--- config.mk ---
export PLATFORM = sky130hd
export DESIGN_NAME = l1_epoch_sequencer
export DESIGN_NICKNAME = d
export VERILOG_FILES = /design/src/rtl/l1_epoch_sequencer.sv
export SDC_FILE = /design/constraint.sdc
export NUM_CORES = 1
export LEC_CHECK = 0
export BUFFER_PORTS_ARGS = -buffer_cell sky130_fd_sc_hd__buf_2
export CAP_MARGIN = 20
export CORE_MARGIN = 1
export CORE_UTILIZATION = 50
export CTS_CLUSTER_DIAMETER = 150
export DETAILED_ROUTE_END_ITERATION = 10
export GPL_TIMING_DRIVEN = 1
export PLACE_DENSITY = 0.77
export SLEW_MARGIN = 5
export SYNTH_ARGS = -nofsm -noshare
export SYNTH_HDL_FRONTEND = slang
export SYNTH_SLANG_ARGS = --single-unit
export TNS_END_PERCENT = 10
--- constraint.sdc ---
create_clock -name i_clk -period 5.1 [get_ports i_clk]
set_input_delay 0.51 -clock i_clk [delete_from_list [all_inputs] [get_ports i_clk]]
set_output_delay 0.51 -clock i_clk [all_outputs]
set_load 0.1 [all_outputs]
--- src/rtl/l1_epoch_sequencer.sv ---
// l1_epoch_sequencer: replays ROM samples into the L1 layer with decay gaps,
// attention pulses on silent samples and end-of-epochs. Option: L1_SEQ_STATS_EN.
module l1_epoch_sequencer #(
   parameter int p_s       = 25,
   parameter int p_n       = 10,
   parameter int p_frames  = 16,
   parameter int p_samples = 100,
   parameter int p_epochs  = 8,
   parameter int p_gap     = 'h3f,
   parameter int p_aw      = 11
) (
`ifdef L1_SEQ_STATS_EN
   output logic [15:0]     o_miss_cnt,
   output logic [15:0]     o_miss_last,
`endif
   input  logic            i_clk,
   input  logic            i_rst,
   input  logic            i_start,
   output logic [p_aw-1:0] o_mem_addr,
   output logic            o_mem_rd,
   input  logic [p_s-1:0]  i_mem_data,
   input  logic [p_n-1:0]  i_spike,
   output logic [p_s-1:0]  o_event,
   output logic            o_gas,
   output logic            o_endof_epochs,
   output logic            o_busy,
   output logic [7:0]      o_epoch
);

   localparam int FW = (p_frames > 1) ? $clog2(p_frames) : 1;
   localparam int SW = (p_samples > 1) ? $clog2(p_samples) : 1;
   localparam int EW = (p_epochs > 1) ? $clog2(p_epochs) : 1;
   localparam int GW = $clog2(p_gap + 1);

   localparam logic [FW-1:0] F_LAST = FW'(p_frames - 1);
   localparam logic [SW-1:0] S_LAST = SW'(p_samples - 1);
   localparam logic [EW-1:0] E_LAST = EW'(p_epochs - 1);
   localparam logic [GW-1:0] G_LAST = GW'(p_gap - 1);

   typedef enum logic [2:0] {
      IDLE, PRESENT, DRAIN, GAP, NEXT, DONE
   } state_t;

   state_t        state;
   logic [FW-1:0] frame;
   logic [SW-1:0] sample;
   logic [EW-1:0] ep;
   logic [GW-1:0] gap;
   logic          drain;
   logic          rd_q;
   logic          hit;
   logic          any_spike;
   logic          start_ok;

   assign any_spike = |i_spike;
   assign start_ok  = i_start && (state == IDLE || state == DONE);

   // sequencing FSM, ROM addressing, frame pipeline and attention pulse
   always_ff @(posedge i_clk) begin
      if (i_rst) begin
         state          <= IDLE;
         frame          <= '0;
         sample         <= '0;
         ep             <= '0;
         gap            <= '0;
         drain          <= 1'b0;
         rd_q           <= 1'b0;
         hit            <= 1'b0;
         o_mem_addr     <= '0;
         o_mem_rd       <= 1'b0;
         o_event        <= '0;
         o_gas          <= 1'b0;
         o_endof_epochs <= 1'b0;
         o_busy         <= 1'b0;
         o_epoch        <= '0;
      end else begin
         rd_q    <= o_mem_rd;
         o_event <= rd_q ? i_mem_data : '0;
         o_gas   <= 1'b0;
         unique case (state)
            IDLE, DONE: begin
               if (i_start) begin
                  state          <= PRESENT;
                  frame          <= '0;
                  sample         <= '0;
                  ep             <= '0;
                  hit            <= 1'b0;
                  o_mem_addr     <= '0;
                  o_mem_rd       <= 1'b1;
                  o_endof_epochs <= 1'b0;
                  o_busy         <= 1'b1;
                  o_epoch        <= '0;
               end
            end
            PRESENT: begin
               if (any_spike) hit <= 1'b1;
               if (frame == F_LAST) begin
                  state    <= DRAIN;
                  o_mem_rd <= 1'b0;
                  drain    <= 1'b0;
               end else begin
                  frame      <= frame + FW'(1);
                  o_mem_addr <= o_mem_addr + p_aw'(1);
               end
            end
            DRAIN: begin
               if (any_spike) hit <= 1'b1;
               if (drain) begin
                  state <= GAP;
                  gap   <= '0;
               end else begin
                  drain <= 1'b1;
               end
            end
            GAP: begin
               if (any_spike) hit <= 1'b1;
               if (gap == G_LAST) begin
                  state <= NEXT;
                  o_gas <= ~(hit | any_spike);
               end else begin
                  gap <= gap + GW'(1);
               end
            end
            NEXT: begin
               // a spike seen here is credited to the sample that follows
               hit   <= any_spike;
               frame <= '0;
               if (sample == S_LAST) begin
                  sample <= '0;
                  if (ep == E_LAST) begin
                     state          <= DONE;
                     o_busy         <= 1'b0;
                     o_endof_epochs <= 1'b1;
                  end else begin
                     state      <= PRESENT;
                     ep         <= ep + EW'(1);
                     o_epoch    <= (o_epoch == 8'hff) ? o_epoch : o_epoch + 8'd1;
                     o_mem_addr <= '0;
                     o_mem_rd   <= 1'b1;
                  end
               end else begin
                  state      <= PRESENT;
                  sample     <= sample + SW'(1);
                  o_mem_addr <= o_mem_addr + p_aw'(1);
                  o_mem_rd   <= 1'b1;
               end
            end
            default: state <= IDLE;
         endcase
      end
   end

`ifdef L1_SEQ_STATS_EN
   logic [15:0] miss_sum;

   assign miss_sum = (o_miss_cnt == 16'hffff) ? o_miss_cnt
                                              : o_miss_cnt + 16'(o_gas);

   // per-epoch count of attention pulses, latched at each epoch wrap
   always_ff @(posedge i_clk) begin
      if (i_rst) begin
         o_miss_cnt  <= '0;
         o_miss_last <= '0;
      end else if (start_ok) begin
         o_miss_cnt <= '0;
      end else if (state == NEXT) begin
         if (sample == S_LAST) begin
            o_miss_last <= miss_sum;
            o_miss_cnt  <= '0;
         end else begin
            o_miss_cnt <= miss_sum;
         end
      end
   end
`else
   logic unused_start_ok;
   assign unused_start_ok = start_ok;
`endif

endmodule
==> results of run 1 <==
-- final cells by class --
class / count / area [um2]
Clock buffer: 11 / 141.4
Tap cell: 75 / 93.84
Multi-Input combinational cell: 241 / 1506
Clock inverter: 5 / 77.57
Fill cell: 537 / 2196
Inverter: 7 / 26.28
Timing Repair Buffer: 86 / 432.9
Sequential cell: 74 / 1481
-- report_power, final --
part	switching [mW]	total [mW]	internal (mW)	leakage (nW)
clock	0.210	0.497	0.287	0.109
combinational	0.0795	0.107	0.0272	0.922
sequential	0.00624	0.593	0.586	0.599
total	0.296	1.20	0.901	1.63
-- worst min-delay path by stage --
stage | endpoint | depth (start not counted)
after floorplan | hit$_SDFFE_PP0P_ | 2
after global placement | hit$_SDFFE_PP0P_ | 2
after detailed placement | hit$_SDFFE_PP0P_ | 2
after CTS | o_event[17]$_SDFF_PP0_ | 2
after global routing | o_event[2]$_SDFF_PP0_ | 2
final | o_event[17]$_SDFF_PP0_ | 2
-- worst reg2reg max path: stages (launching register included) --
cell     delay, ps
dfxtp_1        590
nor3b_2        570
nand4_1        650
nand4_1        340
xor2_1         160
nor2_1          50
-- metal layers --
layer | GRT usage (%) | wire [um] | part of all wire (%)
met1 | 24.75 | 2907 | 45
met2 | 33.56 | 3060 | 48
met3 | 5.455 | 345 | 5.4
met4 | 7.500 | 82 | 1.3
met5 | 0 | 0 | 0
-- flip-flops by register name, summed over array words and instances (netlist names) --
name	cells
state	3
o_endof_epochs	1
drain	1
gap	6
o_gas	1
o_mem_rd	1
o_event	25
frame	4
o_epoch	8
sample	7
hit	1
o_mem_addr	11
ep	3
o_busy	1
rd_q	1
-- kinds of logic (layout without fill, tap and decap cells) --
group	after synthesis	in the layout
simple gates	154	154
buf+inv	23	109
fa+ha+maj	8	8
xor+xnor	15	15
flops	74	74
compound gates	60	60
mux	4	4
-- placed cells by master, fill, tap and decap left out, types with 4 or more instances in the layout --
master and n:
nand2_1 24, or3_1 6, clkbuf_8 10, a21oi_1 25, nand3_1 17, o31ai_1 4, buf_2 85, nand2b_1 6
inv_1 7, a311oi_1 4, ha_1 8, dfxtp_1 74, o21ai_0 10, nand4_1 13, xor2_1 13, and2_1 27
nor2_1 31, nor2b_1 4, and3_1 7
==> impl_metrics.toml, run 1 <==
[worst_setup_path]
critPathRequiredTime_ps = 5320
cp_max_fo = 15
cp_num_cells = 5
cp_common_cell = "nand4_1"
crit_start = "state[2]$_SDFFE_PP0P_"
cp_top_family = "simple AND/OR/NAND/NOR gates"
cp_slowest_cell = "nand4_1"
crit_path_start_kind = "register"
r2r_cells = 5
cpPeakStageDelay_ps = 650
cp_data_arrival_time_ps = 2700
r2r_start = "state[2]$_SDFFE_PP0P_"
critPathCaptureType = "register"
rrSetupSlack_ps = 2620
path_cells = "nor3b_2 > nand4_1 > nand4_1 > xor2_1 > nor2_1"
crit_buf_inv = 0
crit_end = "o_mem_addr[8]$_SDFFE_PP0P_"
path_class = "register to register"
reg2reg_to = "o_mem_addr[8]$_SDFFE_PP0P_"

[logic_synthesis]
ys_seq_elements = 74
synth_area_leaders = "dfxtp_1, and2_1, a21oi_1, nor2_1, xor2_1"
syn_area_um2 = 3097
async_flop_share_pct = 0
ys_seq_area_share_pct = 47.84
ys.flop_type = "dfxtp_1"
synthMostInstantiatedCell = "dfxtp_1"
synthSimpleGateAreaFrac_pct = 27.11
synth_edf_count = 0
syn_inst = 338
synth_top_family_by_area = "simple AND/OR/NAND/NOR gates"
synthDominantCellAreaShare_pct = 47.84
synthAdderAreaFrac_pct = 3.232
synth-compound-area-share_pct = 12.73
avgSynthCellArea_um2 = 9.162
syn_nets = 384
synth_cell_types = 47
synthMuxAreaShare_pct = 1.333
yosysTopAreaCell = "dfxtp_1"
netlist_top_cells_count = "dfxtp_1, nor2_1, and2_1"
yosysWarningCount = 0
synthXorXnorAreaFrac_pct = 4.242

[floorplanning]
io_pins = 86
std_cell_rows = 28
die_height_um = 80.70
dieArea_um2 = 6512
die_x_um = 80.70
initial_utilization_pct = 52.00
coreArea_um2 = 5956

[cells_and_area]
fin_util_pct = 63.13
stdcell_count = 499
syn_to_final_growth_pct = 21.41
fin_area_um2 = 3760
final_layout_size_suffix_gt1_share_pct = 25.71
fin_nets = 465
diodes = 0

[sta]
setup_ws_ps = 2616
fmax_mhz = 402.6
final_hold_viol_count = 0
fin_skew_ps = 10.71
fin_crit_ps = 2484
finalSetupTns_ps = 0
tightestPinTransition_ps = 964.3
timing.final.crit_share_pct = 48.70
setup_violations = 0
maxSlewViolCount = 0
rsz0062_at_grt = "false"
timing.slew.headroom_pct = 35.42
whs_ps = 360.7

[grt]
grt_pass1_wl_mm = 10.16
grt_max_degree = 32
grt.overflow.total = 0
groute.usage.overall_pct = 20.14
antenna_found_initial = 0
grt_pass1_vias = 2328

[place]
dpl_cell_area_um2 = 3533
place_inst = 482
dp_hpwl_mm = 4.435
place.gp.congestion = 0.7838
place_ws_ps = 2645
numPortBuffers = 85

[hold_path]
min_from = "i_mem_data[17]"
worst_hold_path_type = "primary input to register"

[clock_network]
cts_buffers = 9
cts_buffer_depth = 2
cts_sinks = 74
cts_root_buf = "clkbuf_8"
cts_tree = "yes"
path_clk_slew_ps = 80
cts_setup_buffers = 0
htree_levels = 3
ctsResizeCount = 0
cts_hold_buf = 0
clkLatencyLatePin_ps = 340

[routing]
ant_nets = 0
dr.pass1.iters = 4
via_count = 2705
routedWlPerCell_um = 12.82
drt-total-wl_mm = 6.395
drt_iter0_drc = 116
viasPerCell = 5.421
drc = 0

[flow_run]
max-cap-violations = 0

[pwr]
power_mw = 1.197
pwr_density_cell_nw_per_um2 = 318.2
leakagePower_nw = 1.630
ir_drop_mv = 0.1945

[run_status]
outcome = "complete, no violations"
(Power assumes the default switching activity.)
==> run 2: changes to the inputs <==
clock period = 2.35 ns   (was 5.1 ns; I/O delays follow)
==> run 2 against run 1 <==
  * Clock skew shrank 2.7 ps
  * Largest cell class unchanged
  * Via count down 1.7%
  * Total power rose by 110%
  * Cell area is 0.63% higher
  * Sequential share of layout area shrank 0.25 points
  * Count of clock-buffer cells in the layout shrank 1
==> impl_metrics.toml, run 2 (synthesis results as in run 1) <==
[sta]
finalSetupTns_ps = 0
timing.slew.headroom_pct = 61.13
setup_violations = 0
fin_crit_ps = 2064
fin_skew_ps = 8.037
maxSlewViolCount = 0
rsz0062_at_grt = "false"
fmax_mhz = 484.6
final_hold_viol_count = 0
tightestPinTransition_ps = 583.0
whs_ps = 80.41
timing.final.crit_share_pct = 87.82
setup_ws_ps = 286.3

[clock_network]
ctsResizeCount = 0
cts_tree = "yes"
htree_levels = 3
path_clk_slew_ps = 80
cts_sinks = 74
clkLatencyLatePin_ps = 340
cts_buffer_depth = 2
cts_hold_buf = 0
cts_root_buf = "clkbuf_8"
cts_buffers = 9
cts_setup_buffers = 0

[flow_run]
max-cap-violations = 0

[floorplanning]
io_pins = 86
die_height_um = 80.70
die_x_um = 80.70
initial_utilization_pct = 52.00
coreArea_um2 = 5956
std_cell_rows = 28
dieArea_um2 = 6512

[routing]
viasPerCell = 5.263
drt_iter0_drc = 145
ant_nets = 0
dr.pass1.iters = 4
drt-total-wl_mm = 6.198
via_count = 2658
drc = 0
routedWlPerCell_um = 12.27

[grt]
groute.usage.overall_pct = 20.35
grt.overflow.total = 0
grt_pass1_vias = 2400
grt_max_degree = 32
use_met3_pct = 4.205
grt_use_met2_pct = 33.98
top_usage_layer = "met2"
grt_pass1_wl_mm = 10.33
antenna_found_initial = 0
grt_use_met1_pct = 24.67

[hold_path]
holdPathStages = 2
min_from = "i_mem_data[8]"
worst_hold_path_type = "primary input to register"
min_to = "o_event[8]$_SDFF_PP0_"

[cells_and_area]
final_common_cell = "buf_2"
diodes = 0
final_cell_mix = "buf_2, dfxtp_1, nor2_1"
largest_register = "o_event"
syn_to_final_growth_pct = 22.18
fin_area_um2 = 3784
final_layout_size_suffix_gt1_share_pct = 26.74
fin_nets = 471
fin_util_pct = 63.53
largest_reg_flops = 25
top_regs = "o_event (25), o_mem_addr (11), o_epoch (8)"
stdcell_count = 505

[pwr]
leakagePower_nw = 1.638
power_mw = 2.483
pwr_density_cell_nw_per_um2 = 656.3
ir_drop_mv = 0.3805

[worst_setup_path]
path_cells = "ha_1 > nor2b_1 > and3b_1 > a21oi_2 > or4b_1 > a21oi_1"
critPathRequiredTime_ps = 2620
cp_max_fo = 12
critPathCaptureType = "register"
path_class = "register to register"
crit_buf_inv = 0
cp_top_family = "simple AND/OR/NAND/NOR gates"
r2r_cells = 6
cpPeakStageDelay_ps = 490
rrSetupSlack_ps = 290
r2r_start = "sample[0]$_SDFFE_PP0P_"
crit_start = "sample[0]$_SDFFE_PP0P_"
crit_path_start_kind = "register"
cp_slowest_cell = "or4b_1"
reg2reg_to = "o_epoch[5]$_SDFFE_PP0P_"
cp_data_arrival_time_ps = 2330

[run_status]
outcome = "complete, no violations"

[place]
place.gp.congestion = 0.8177
numPortBuffers = 85
place_ws_ps = 342.0
dpl_cell_area_um2 = 3590
place_inst = 489
dp_hpwl_mm = 4.478
[run 2: cell types whose count changed in the layout (fill, tap and decap cells not counted), sizes merged]
| cell | change |
|---|---|
| buf | +6 |
| bufinv | -1 |
| clkbuf | -1 |
| clkinv | -1 |
| clkinvlp | +2 |
| inv | +1 |
[run 2: layout make-up]
| type | count | area [um2] |
|---|---|---|
| timing repair buffer | 92 | 481.7 |
| multi-input combinational | 241 | 1506 |
| inverter | 7 | 26.28 |
| clock buffer | 10 | 127.6 |
| tap | 75 | 93.84 |
| fill | 562 | 2172 |
| clock inverter | 6 | 66.31 |
| sequential | 74 | 1481 |
[run 2: per-layer routing]
metal | share of wire [%] | up-vias
met5 | 0 | -
met1 | 46 | 1224
met4 | 1.8 | 0
li1 | - | 1368
met2 | 48 | 57
met3 | 4.1 | 9
[run 2: how the worst max path moves through the flow]
stage / to / slack, ps / depth (start not counted)
6_report: o_epoch[5]$_SDFFE_PP0P_ / 290 / 6
5_1_grt: o_epoch[5]$_SDFFE_PP0P_ / 150 / 6
4_1_cts: o_epoch[5]$_SDFFE_PP0P_ / 290 / 6
3_5_place_dp: o_epoch[7]$_SDFFE_PP0P_ / 340 / 6
3_3_place_gp: o_epoch[3]$_SDFFE_PP0P_ / 410 / 6
2_1_floorplan: o_epoch[0]$_SDFFE_PP0P_ / 80 / 7
[run 2: power breakdown]
group	switching (mW)	internal (mW)
combinational	0.172	0.0636
sequential	0.0133	1.27
clock	0.470	0.492
==> run 3: changes to the inputs <==
PLACE_DENSITY = 0.79   (was 0.77)
==> run 3 against run 2 <==
  * Utilization decreased by 0.19 points
  * Register-to-register slack got worse by 40 ps
  * Count of clock-buffer cells in the layout increased by 1
  * Final cell count decreased by 0.40%
  * Clock power increased by 0.4%
  * Largest power group unchanged
  * Highest routed layer unchanged
==> impl_metrics.toml, run 3 (synthesis results as in run 1) <==
[floorplanning]
initial_utilization_pct = 52.00
std_cell_rows = 28
coreArea_um2 = 5956
die_x_um = 80.70
io_pins = 86
die_height_um = 80.70
dieArea_um2 = 6512

[routing]
ant_nets = 0
viasPerCell = 5.330
drt_iter0_drc = 102
dr.pass1.iters = 4
via_count = 2681
drt-total-wl_mm = 6.355
routedWlPerCell_um = 12.63
drc = 0

[cells_and_area]
fin_nets = 470
final_cell_mix = "buf_2, dfxtp_1, nor2_1"
diodes = 0
fill_cells = 548
final_common_cell = "buf_2"
largest_reg_flops = 25
top_regs = "o_event (25), o_mem_addr (11), o_epoch (8)"
largest_register = "o_event"
final_layout_size_suffix_gt1_share_pct = 26.40
syn_to_final_growth_pct = 21.82

[sta]
rsz0062_at_grt = "false"
maxSlewViolCount = 0
final_hold_viol_count = 0
setup_ws_ps = 249.0
finalSetupTns_ps = 0
fin_skew_ps = 9.713
timing.final.crit_share_pct = 89.41
fmax_mhz = 476.0
tightestPinTransition_ps = 574.3
timing.slew.headroom_pct = 61.71
fin_crit_ps = 2101
setup_violations = 0

[clock_network]
cts_setup_buffers = 0
path_clk_slew_ps = 80
htree_levels = 3
cts_tree = "yes"
cts_root_buf = "clkbuf_8"
cts_buffer_depth = 2
clkLatencyLatePin_ps = 330
cts_sinks = 74
cts_hold_buf = 0
cts_buffers = 9
ctsResizeCount = 0

[place]
place.gp.congestion = 0.7568
numPortBuffers = 85
place_ws_ps = 322.5
dp_hpwl_mm = 4.465

[worst_setup_path]
cp_data_arrival_time_ps = 2360
critPathRequiredTime_ps = 2610
cp_slowest_cell = "or4b_1"
path_class = "register to register"
cp_max_fo = 12
cpPeakStageDelay_ps = 510
path_cells = "ha_1 > nor2b_1 > and3b_1 > a21oi_2 > or4b_1 > a21oi_1"
crit_path_start_kind = "register"
critPathCaptureType = "register"

[hold_path]
worst_hold_path_type = "primary input to register"

[flow_run]
max-cap-violations = 0

[grt]
grt.overflow.total = 0
grt_pass1_vias = 2346
groute.usage.overall_pct = 19.97
grt_pass1_wl_mm = 10.16
grt_max_degree = 32
antenna_found_initial = 0

[pwr]
leakagePower_nw = 1.643
ir_drop_mv = 0.4451
pwr_density_cell_nw_per_um2 = 659.6

[run_status]
outcome = "complete, no violations"
run 3: stage by stage:
stage	instance area, um2	utilization, %	cells	hold slack (ps)	power (mW)
floorplan	3097	-	338	356.7	1.489
finish	3772	63.34	503	94.29	2.488
global route	3772	63.34	503	76.08	2.577
global placement	3571	59.96	487	433.7	1.548
CTS	3765	63.21	502	79.87	2.512
detailed placement	3571	59.96	487	438.6	1.550
run 3: metal layers:
layer	GRT usage [%]	up-vias	wire length, um
li1	-	1371	-
met1	24.61	1233	2895
met2	33.47	71	3067
met3	6.250	6	332
met4	5.536	0	59
met5	0	-	0
run 3: worst paths after layout:
| path | endpoint | start | slack, ps | cells past startpoint |
|---|---|---|---|---|
| worst max-delay path | o_epoch[5]$_SDFFE_PP0P_ | sample[0]$_SDFFE_PP0P_ | 250 | 6 |
| worst min-delay path | o_event[22]$_SDFF_PP0_ | i_mem_data[22] | 90 | 2 |
| worst max register to register | o_epoch[5]$_SDFFE_PP0P_ | sample[0]$_SDFFE_PP0P_ | 250 | 6 |
| worst min register to register | hit$_SDFFE_PP0P_ | hit$_SDFFE_PP0P_ | 450 | 2 |
run 3: worst max-delay path: cells and delay by family, from the launching register on:
family | cells | cell delay [ps]
AOI/OAI and AO/OA | 2 | 350
DFF | 1 | 360
adders and majority gates | 1 | 190
and+or+nand+nor | 3 | 1120
run 3: final cells by class:
| cell class | instances | area, um2 | share of cell area (%) |
|---|---|---|---|
| Timing Repair Buffer | 91 | 470.5 | 12.47 |
| Clock buffer | 11 | 141.4 | 3.748 |
| Sequential cell | 74 | 1481 | 39.27 |
| Multi-Input combinational cell | 241 | 1506 | 39.93 |
| Tap cell | 75 | 93.84 | 2.488 |
| Inverter | 7 | 26.28 | 0.6965 |
| Clock inverter | 4 | 52.55 | 1.393 |
run 3: where the power goes:
part           switching (mW)  internal, mW
clock                   0.450         0.516
sequential             0.0135          1.27
combinational           0.173        0.0632
total                   0.637          1.85
